`src/rtl/timer_pkg.sv`:
```
// Shared state type and BCD constants for the microwave timer digit-entry slice.
package timer_pkg;

    localparam int BCD_W = 4;

    localparam logic [BCD_W-1:0] SEC_TENS_MAX = 4'd5;
    localparam logic [BCD_W-1:0] MIN_MAX      = 4'd9;
    localparam logic [BCD_W-1:0] BCD_MAX      = 4'd9;
    localparam int               SEC_WRAP     = 60;

    typedef enum logic [2:0] {
        IDLE,
        ENTRY,
        NORM,
        LOAD,
        RUN
    } state_t;

endpackage

```
`src/rtl/timer_normalize.sv`:
```
// Combinational M:SS normaliser for raw keypad digits.
// TIMER_ENTRY_NORM_EN selects seconds carry plus 9:59 clamp; otherwise pass-through with a seconds-tens range check.
module timer_normalize
    import timer_pkg::*;
(
    input  logic [BCD_W-1:0] raw_min,
    input  logic [BCD_W-1:0] raw_tens,
    input  logic [BCD_W-1:0] raw_ones,
    output logic [BCD_W-1:0] norm_min,
    output logic [BCD_W-1:0] norm_tens,
    output logic [BCD_W-1:0] norm_ones,
    output logic             clamped,
    output logic             invalid
);

`ifdef TIMER_ENTRY_NORM_EN
    localparam logic [BCD_W-1:0] WRAP_TENS = BCD_W'(SEC_WRAP / 10);
`endif

    always_comb begin
        norm_min  = raw_min;
        norm_tens = raw_tens;
        norm_ones = raw_ones;
        clamped   = 1'b0;
        invalid   = 1'b0;
`ifdef TIMER_ENTRY_NORM_EN
        // Ones digit is unaffected by subtracting 60, so only tens and minutes move.
        if (raw_tens >= WRAP_TENS) begin
            if (raw_min >= MIN_MAX) begin
                norm_min  = MIN_MAX;
                norm_tens = SEC_TENS_MAX;
                norm_ones = BCD_MAX;
                clamped   = 1'b1;
            end else begin
                norm_min  = raw_min + 4'd1;
                norm_tens = raw_tens - WRAP_TENS;
            end
        end
`else
        invalid = (raw_tens > SEC_TENS_MAX);
`endif
    end

endmodule

```
`src/rtl/timer_digit_entry.sv`:
```
// Keypad digit-entry and counter-load controller for the microwave timer.
// Build option TIMER_ENTRY_NORM_EN enables seconds carry and 9:59 clamping in the normaliser.
module timer_digit_entry
    import timer_pkg::*;
(
    input  logic             clk,
    input  logic             clr,
    input  logic [BCD_W-1:0] digit,
    input  logic             digit_valid,
    input  logic             start,
    input  logic             cancel,
    input  logic             expired,
    output logic [BCD_W-1:0] min_data,
    output logic [BCD_W-1:0] sec_tens_data,
    output logic [BCD_W-1:0] sec_ones_data,
    output logic             loadn,
    output logic             run,
    output logic [1:0]       digit_count,
    output logic             err
);

    state_t state_q, state_d;
    logic [BCD_W-1:0] min_q, min_d;
    logic [BCD_W-1:0] tens_q, tens_d;
    logic [BCD_W-1:0] ones_q, ones_d;
    logic [1:0]       count_q, count_d;
    logic             loadn_q, loadn_d;
    logic             run_q, run_d;
    logic             err_q, err_d;

    logic [BCD_W-1:0] norm_min, norm_tens, norm_ones;
    logic             norm_invalid;
    logic             unused_norm_clamped;
    logic             bad_digit;

    timer_normalize u_normalize (
        .raw_min   (min_q),
        .raw_tens  (tens_q),
        .raw_ones  (ones_q),
        .norm_min  (norm_min),
        .norm_tens (norm_tens),
        .norm_ones (norm_ones),
        .clamped   (unused_norm_clamped),
        .invalid   (norm_invalid)
    );

    // A digit is only judged when no higher-priority strobe shares its cycle.
    assign bad_digit = digit_valid && !start && !cancel && (digit > BCD_MAX);

    always_comb begin
        state_d = state_q;
        min_d   = min_q;
        tens_d  = tens_q;
        ones_d  = ones_q;
        count_d = count_q;
        loadn_d = 1'b1;
        run_d   = run_q;
        err_d   = bad_digit;

        if (cancel) begin
            state_d = IDLE;
            min_d   = '0;
            tens_d  = '0;
            ones_d  = '0;
            count_d = 2'd0;
            run_d   = 1'b0;
        end else begin
            case (state_q)
                IDLE: begin
                    if (start) begin
                        err_d = 1'b1;
                    end else if (digit_valid && !bad_digit) begin
                        state_d = ENTRY;
                        ones_d  = digit;
                        count_d = 2'd1;
                    end
                end
                ENTRY: begin
                    // Normalised digits are captured on the start edge so the bus is steady from NORM onward.
                    if (start) begin
                        if (norm_invalid) begin
                            err_d = 1'b1;
                        end else begin
                            state_d = NORM;
                            min_d   = norm_min;
                            tens_d  = norm_tens;
                            ones_d  = norm_ones;
                        end
                    end else if (digit_valid && !bad_digit) begin
                        if (count_q == 2'd3) begin
                            err_d = 1'b1;
                        end else begin
                            min_d   = tens_q;
                            tens_d  = ones_q;
                            ones_d  = digit;
                            count_d = count_q + 2'd1;
                        end
                    end
                end
                NORM: begin
                    state_d = LOAD;
                    loadn_d = 1'b0;
                end
                LOAD: begin
                    state_d = RUN;
                    run_d   = 1'b1;
                end
                RUN: begin
                    if (expired) begin
                        state_d = IDLE;
                        min_d   = '0;
                        tens_d  = '0;
                        ones_d  = '0;
                        count_d = 2'd0;
                        run_d   = 1'b0;
                    end
                end
                default: begin
                    state_d = IDLE;
                    min_d   = '0;
                    tens_d  = '0;
                    ones_d  = '0;
                    count_d = 2'd0;
                    run_d   = 1'b0;
                end
            endcase
        end
    end

    always_ff @(posedge clk or posedge clr) begin
        if (clr) begin
            state_q <= IDLE;
            min_q   <= '0;
            tens_q  <= '0;
            ones_q  <= '0;
            count_q <= 2'd0;
            loadn_q <= 1'b1;
            run_q   <= 1'b0;
            err_q   <= 1'b0;
        end else begin
            state_q <= state_d;
            min_q   <= min_d;
            tens_q  <= tens_d;
            ones_q  <= ones_d;
            count_q <= count_d;
            loadn_q <= loadn_d;
            run_q   <= run_d;
            err_q   <= err_d;
        end
    end

    assign min_data      = min_q;
    assign sec_tens_data = tens_q;
    assign sec_ones_data = ones_q;
    assign loadn         = loadn_q;
    assign run           = run_q;
    assign digit_count   = count_q;
    assign err           = err_q;

endmodule

```
`config.mk`:
```
export PLATFORM = sky130hd
export DESIGN_NAME = timer_digit_entry
export DESIGN_NICKNAME = d
export VERILOG_FILES = /design/src/rtl/timer_pkg.sv /design/src/rtl/timer_normalize.sv /design/src/rtl/timer_digit_entry.sv
export SDC_FILE = /design/constraint.sdc
export NUM_CORES = 1
export LEC_CHECK = 0
export BUFFER_PORTS_ARGS = -buffer_cell sky130_fd_sc_hd__buf_4
export CORE_MARGIN = 1.5
export CORE_UTILIZATION = 50
export DETAILED_ROUTE_END_ITERATION = 8
export GPL_TIMING_DRIVEN = 0
export PLACE_DENSITY = 0.77
export SYNTH_ARGS = -nofsm -noshare
export SYNTH_HDL_FRONTEND = slang
export SYNTH_SLANG_ARGS = --single-unit
export TNS_END_PERCENT = 20
```
`constraint.sdc`:
```
create_clock -name clk -period 3.25 [get_ports clk]
set_input_delay 0.325 -clock clk [delete_from_list [all_inputs] [get_ports clk]]
set_output_delay 0.325 -clock clk [all_outputs]
set_load 0.005 [all_outputs]
```
# After elaboration in Yosys (flattened, before gate mapping)
# Cells that the tools add are included.
# W data, S select, Z words.
# totals
in_bits	10
register_bits	20
word_cells	87
output_inout_bits	17
# op_classes
n_addsub	1
n_reduce_logical	15
mux	45
n_eq_ne	16
order_cmp	2
# op_table
cell	count
$mux W4	15
$ne A3 B3 Y1 const B	8
$pmux W4 S3	2
$mux W3	6
$pmux W4 S4	1
$pmux W3 S5	1
$mux W2	7
$mux W1	10
$reduce_and A5 Y1	2
$pmux W2 S4	1
$reduce_and A7 Y1	1
$eq A3 B2 Y1 const B	2
$ne A2 B1 Y1 const B	3
$reduce_or A3 Y1	2
$gt A4 B3 Y1 const B	1
$gt A4 B4 Y1 const B	1
$logic_and A1 B1 Y1	4
$eq A3 B1 Y1 const B	1
$eq A3 B3 Y1 const B	1
$logic_not A1 Y1	3
$logic_not A3 Y1	1
$pmux W1 S3	1
$add A2 B1 Y2 const B	1
$eq A2 B2 Y1 const B	1
3 further kinds	3

# Depth between registers and ports, before layout
# depth
word_depth	10
mapped_depth	6
depth_no_buf	5

# Modules after synthesis
# From an unflattened synthesis, not the netlist that was laid out.
# hier_totals
hier_cells	128
hier_area_um2	1342.5
# modules_own_cells
mod	n_inst	seq_area_each_um2	cells_per_inst	area_per_inst_um2
timer_digit_entry	1	501.7	113	1233.7
timer_normalize	1	0.0	15	108.9

# Worst setup path before layout
# Ideal clock, no wire load.
# synth_path
path_type	reg2reg
start	register state_q[0]
end	register count_q[1] (netlist: digit_count[1])
period_less_slack_ps	1759
required_ps	3125
path_slack_ps	1491
path_stages_with_launch	6
path_buffers	1
arrival_time_ps	1635
setup_time_ps	125
cell_sequence	dfrtp_1 buf_6 or4b_4 a21o_1 o21ai_2 mux2_2
# synth_via
elab_chain_len	4
elab_cells_between_ends	16
classes_between	eq/ne: 11; mux: 2; reduce/logical: 3
# synth_rtl
element	line_no	text
start, declared	timer_digit_entry.sv:22	state_t state_q, state_d;
start signal, assigned	timer_digit_entry.sv:141	state_q <= state_d;
$eq A3 B2 Y1	timer_digit_entry.sv:68	case (state_q)
$reduce_or A2 Y1 (no line)	-	
$ne A2 B1 Y1 (no line) / $pmux W2 S4 (equally long branches)	-	
$reduce_and A7 Y1 (no line) / $mux W2 (equally long branches)	-	
end signal, assigned	timer_digit_entry.sv:145	count_q <= count_d;
end, declared	timer_digit_entry.sv:26	logic [1:0] count_q, count_d;
# Several ways; a longest one is shown, not always the timed one.
# A chain may end at the register's enable or synchronous reset.

# Final worst setup path
# layout_path
start	register state_q[1]
end	register min_q[2] (netlist: min_data[2])
# layout_via
elab_chain_len	4
elab_cells_between_ends	14
classes_between	eq/ne: 9; mux: 2; reduce/logical: 3
# layout_rtl
element	line_no	text
$eq A3 B2 Y1 / $logic_not A3 Y1 (equally long branches)	timer_digit_entry.sv:68	
$reduce_or A3 Y1 (no line)	-	
$ne A2 B1 Y1 (no line) / $pmux W4 S3 (equally long branches)	-	
$reduce_and A5 Y1 (no line) / $mux W4 (equally long branches)	-	
end signal, assigned	timer_digit_entry.sv:142	min_q <= min_d;
end, declared	timer_digit_entry.sv:23	logic [BCD_W-1:0] min_q, min_d;
# Several ways; a longest one is shown, not always the timed one.

==> metrics <==
startpoint class of the critical path flop; crit path time final about 2000 ps; Syn Inst Count 87; worst path cell trace buf_2, nor2b_1, o32ai_1, a22o_1; I/O pins 27; Vias/cell around 6; CP Class reg2reg; Cell Pwr Density approximately 390 nW/um^2; wire length per cell about 16 um; flop and latch count out of synthesis 20; CTS clock-pin slew for the worst setup and hold paths between 100 and 150 ps; FF/Latch Area roughly 500 um^2; leakage between 0.0005 and 0.0006 uW; metal3 WL between 100 and 150 um; Area contributors post-synth dfrtp_1, a22o_1, a21oi_1, a32o_1, dfstp_2; Avg Inst Size Synth between 10 and 15 um^2; antenna violations before repair 0; layout cell share with drive strength beyond 1 0.3362; hold slack between 100 and 150 ps; H-tree depth 1; Routed met2 length ~1100 um; Post-Synthesis Net Count 98; Distinct cells, synth 36; postcts setup bufs 0; CP max FO 10; Final #Nets approximately 130; CTS Buffer Depth 2; CTS root buf clkbuf_4; reg2reg end min_data[2]; drt initial violations 25; outcome complete, no violations; DP Worst Slack 1277 ps; worst setup path end min_data[2]; CTS Hold Bufs 0; Slew @ Worst Pin ~970 ps; # rows 15; WP data required between 3000 and 4000 ps; Fin Setup TNS 0 ps; Ys Warns 0; n_diodes 0; Cells after DPL approximately 140; CP endpoint kind flop; via count 866; grt ovf 0; CTS tree yes; Peak VDD IR about 0.28 mV; Layout Skew between 2 and 2.5 ps; DRT Pass-1 Iters 4; clock sink total 20; area grow syn2layout 26.46%; final hold violations 0; initial core utilization 0.5468; Clock Latency Late Sink 300 ps; Max-slew headroom 0.3493; post-synthesis sequential area ratio 0.5201; drt drc 0; core area approximately 1800 um^2; number of global-route vias before repair 779; Filler cells 161; critical path's slowest cell o32ai_1; R2R depth 4; Hold WC Path Type in2async; fin crit share 0.6045; RR Startpoint state_q[1]; Num CTS Buffers 3; post-synth top area share 0.4929; HPWL after DPL ~1600 um; number of port buffers 25; largest net degree at the start of global routing 21; GR Util All Layers 0.2344; unrepaired setup endpoints after global routing no; first-pass GRT wire length 3512 um; Max Fclk 509.0 MHz; Worst Setup SP state_q[1]; synthesized area around 960 um^2; Critical Path AT around 2200 ps; die span in x around 47 um; max-cap viol count 0; multi-input logic area approximately 420 um^2; non-filler cells in the finished layout ~140; die area between 2000 and 2500 um^2; Setup Viol. Count Final 0; overall power between 400 and 500 uW; DRT met1 WL approximately 940 um; area leader, netlist dfrtp_1; Routed Antenna Nets 0; R2R Setup Slk between 1000 and 1500 ps; # resized after CTS 0; Slew Viols, Final 0; final setup margin between 1000 and 1500 ps; GP Congestion around 0.9; Die Height 46.93 um; Max Used Layer met4; Routed Wire Length roughly 2200 um; slowest stage delay, CP around 860 ps
==> layout by cell type (no fill, tap or decap), types with 2 or more instances in the layout <==
master,n
clkbuf_1,2
dfrtp_1,19
nor3_1,3
a32o_1,3
nand2_1,4
and3_1,2
nand3b_1,2
nor2_1,4
nor2b_1,3
buf_2,2
clkbuf_4,3
buf_4,25
nand2b_1,2
mux2_2,2
a21oi_1,7
inv_1,3
a22o_1,8
==> critical path: cells and delay by family, from the launching register on <==
kind	cells	cell delay [ps]
simple gates	1	150
buf+inv	1	230
compound gates	2	1110
flops	1	410
==> final cells by class <==
type                       instances  share of cell area
buffer                             5             0.02359
clock buffer                       4             0.02974
inverter                           3            0.009231
multi-input combinational         59              0.3467
sequential                        20              0.4113
tap                               25             0.02564
timing repair buffer              25              0.1538
==> cell usage after synthesis <==
| cell type | number |
|---|---|
| o21a_1 | 1 |
| o21bai_1 | 1 |
| a21oi_1 | 7 |
| mux2_2 | 2 |
| nor4_1 | 1 |
| or3_1 | 1 |
| buf_2 | 2 |
| nand2_1 | 4 |
| dfrtp_1 | 19 |
| a31oi_1 | 1 |
| and3_1 | 2 |
| nand3b_1 | 2 |
| nor3_1 | 3 |
| a41oi_1 | 1 |
| a22o_1 | 8 |
| a221oi_2 | 1 |
| clkbuf_1 | 2 |
| inv_1 | 3 |
| a221oi_1 | 1 |
| a32o_1 | 3 |
| nor3b_1 | 1 |
| a211oi_1 | 1 |
| a21o_1 | 1 |
| dfstp_2 | 1 |
| nor2_1 | 4 |
| nor2b_1 | 3 |
| a31o_1 | 1 |
| o22ai_1 | 1 |
| ha_1 | 1 |
| nand2b_1 | 2 |
| o21ai_2 | 1 |
| a21boi_0 | 1 |
| o32ai_1 | 1 |
| or2_2 | 1 |
| buf_6 | 1 |
| or4b_4 | 1 |
==> flip-flops by register name, summed over array words and instances, names as in the netlist <==
register / count
sec_ones_data: 4
sec_tens_data: 4
state_q: 3
err: 1
min_data: 4
loadn: 1
run: 1
digit_count: 2
==> metal layers <==
metal,GRT usage,up-vias
li1,-,388
met1,0.2988,426
met2,0.3699,44
met3,0.05769,8
met4,0.1222,0
met5,0,-
==> how the worst min path moves through the flow <==
stage / from / endpoint / slack (ps) / cells after the start
6_report: clr / state_q[1] / 130 / 2
5_1_grt: clr / min_data[2] / 190 / 2
4_1_cts: clr / min_data[3] / 150 / 2
3_5_place_dp: clr / min_data[2] / 490 / 2
3_3_place_gp: min_data[3] / min_data[3] / 480 / 1
2_1_floorplan: clr / digit_count[0] / 290 / 1
==> power by group <==
part / switching [uW] / internal (uW)
clock network: 76.6 / 68.4
registers: 7.34 / 257
logic: 38.3 / 32.5
==> stage by stage <==
stage | util | instance area (um^2)
global route | 0.6915 | 1220
floorplan | - | 964.7
detailed placement | 0.6709 | 1184
CTS | 0.6915 | 1220
global placement | 0.6709 | 1184
finish | 0.6915 | 1220
==> kinds of logic (layout without fill, tap and decap cells) <==
family / after synthesis / after routing / share of synthesized area
AOI/OAI and AO/OA: 31 / 31 / 0.2529
adders and majority gates: 1 / 1 / 0.01297
buffers and inverters: 8 / 37 / 0.04151
DFF: 20 / 20 / 0.5201
muxes: 2 / 2 / 0.02334
and+or+nand+nor: 25 / 25 / 0.1491
Note: power is estimated with default switching activity, not from simulation.
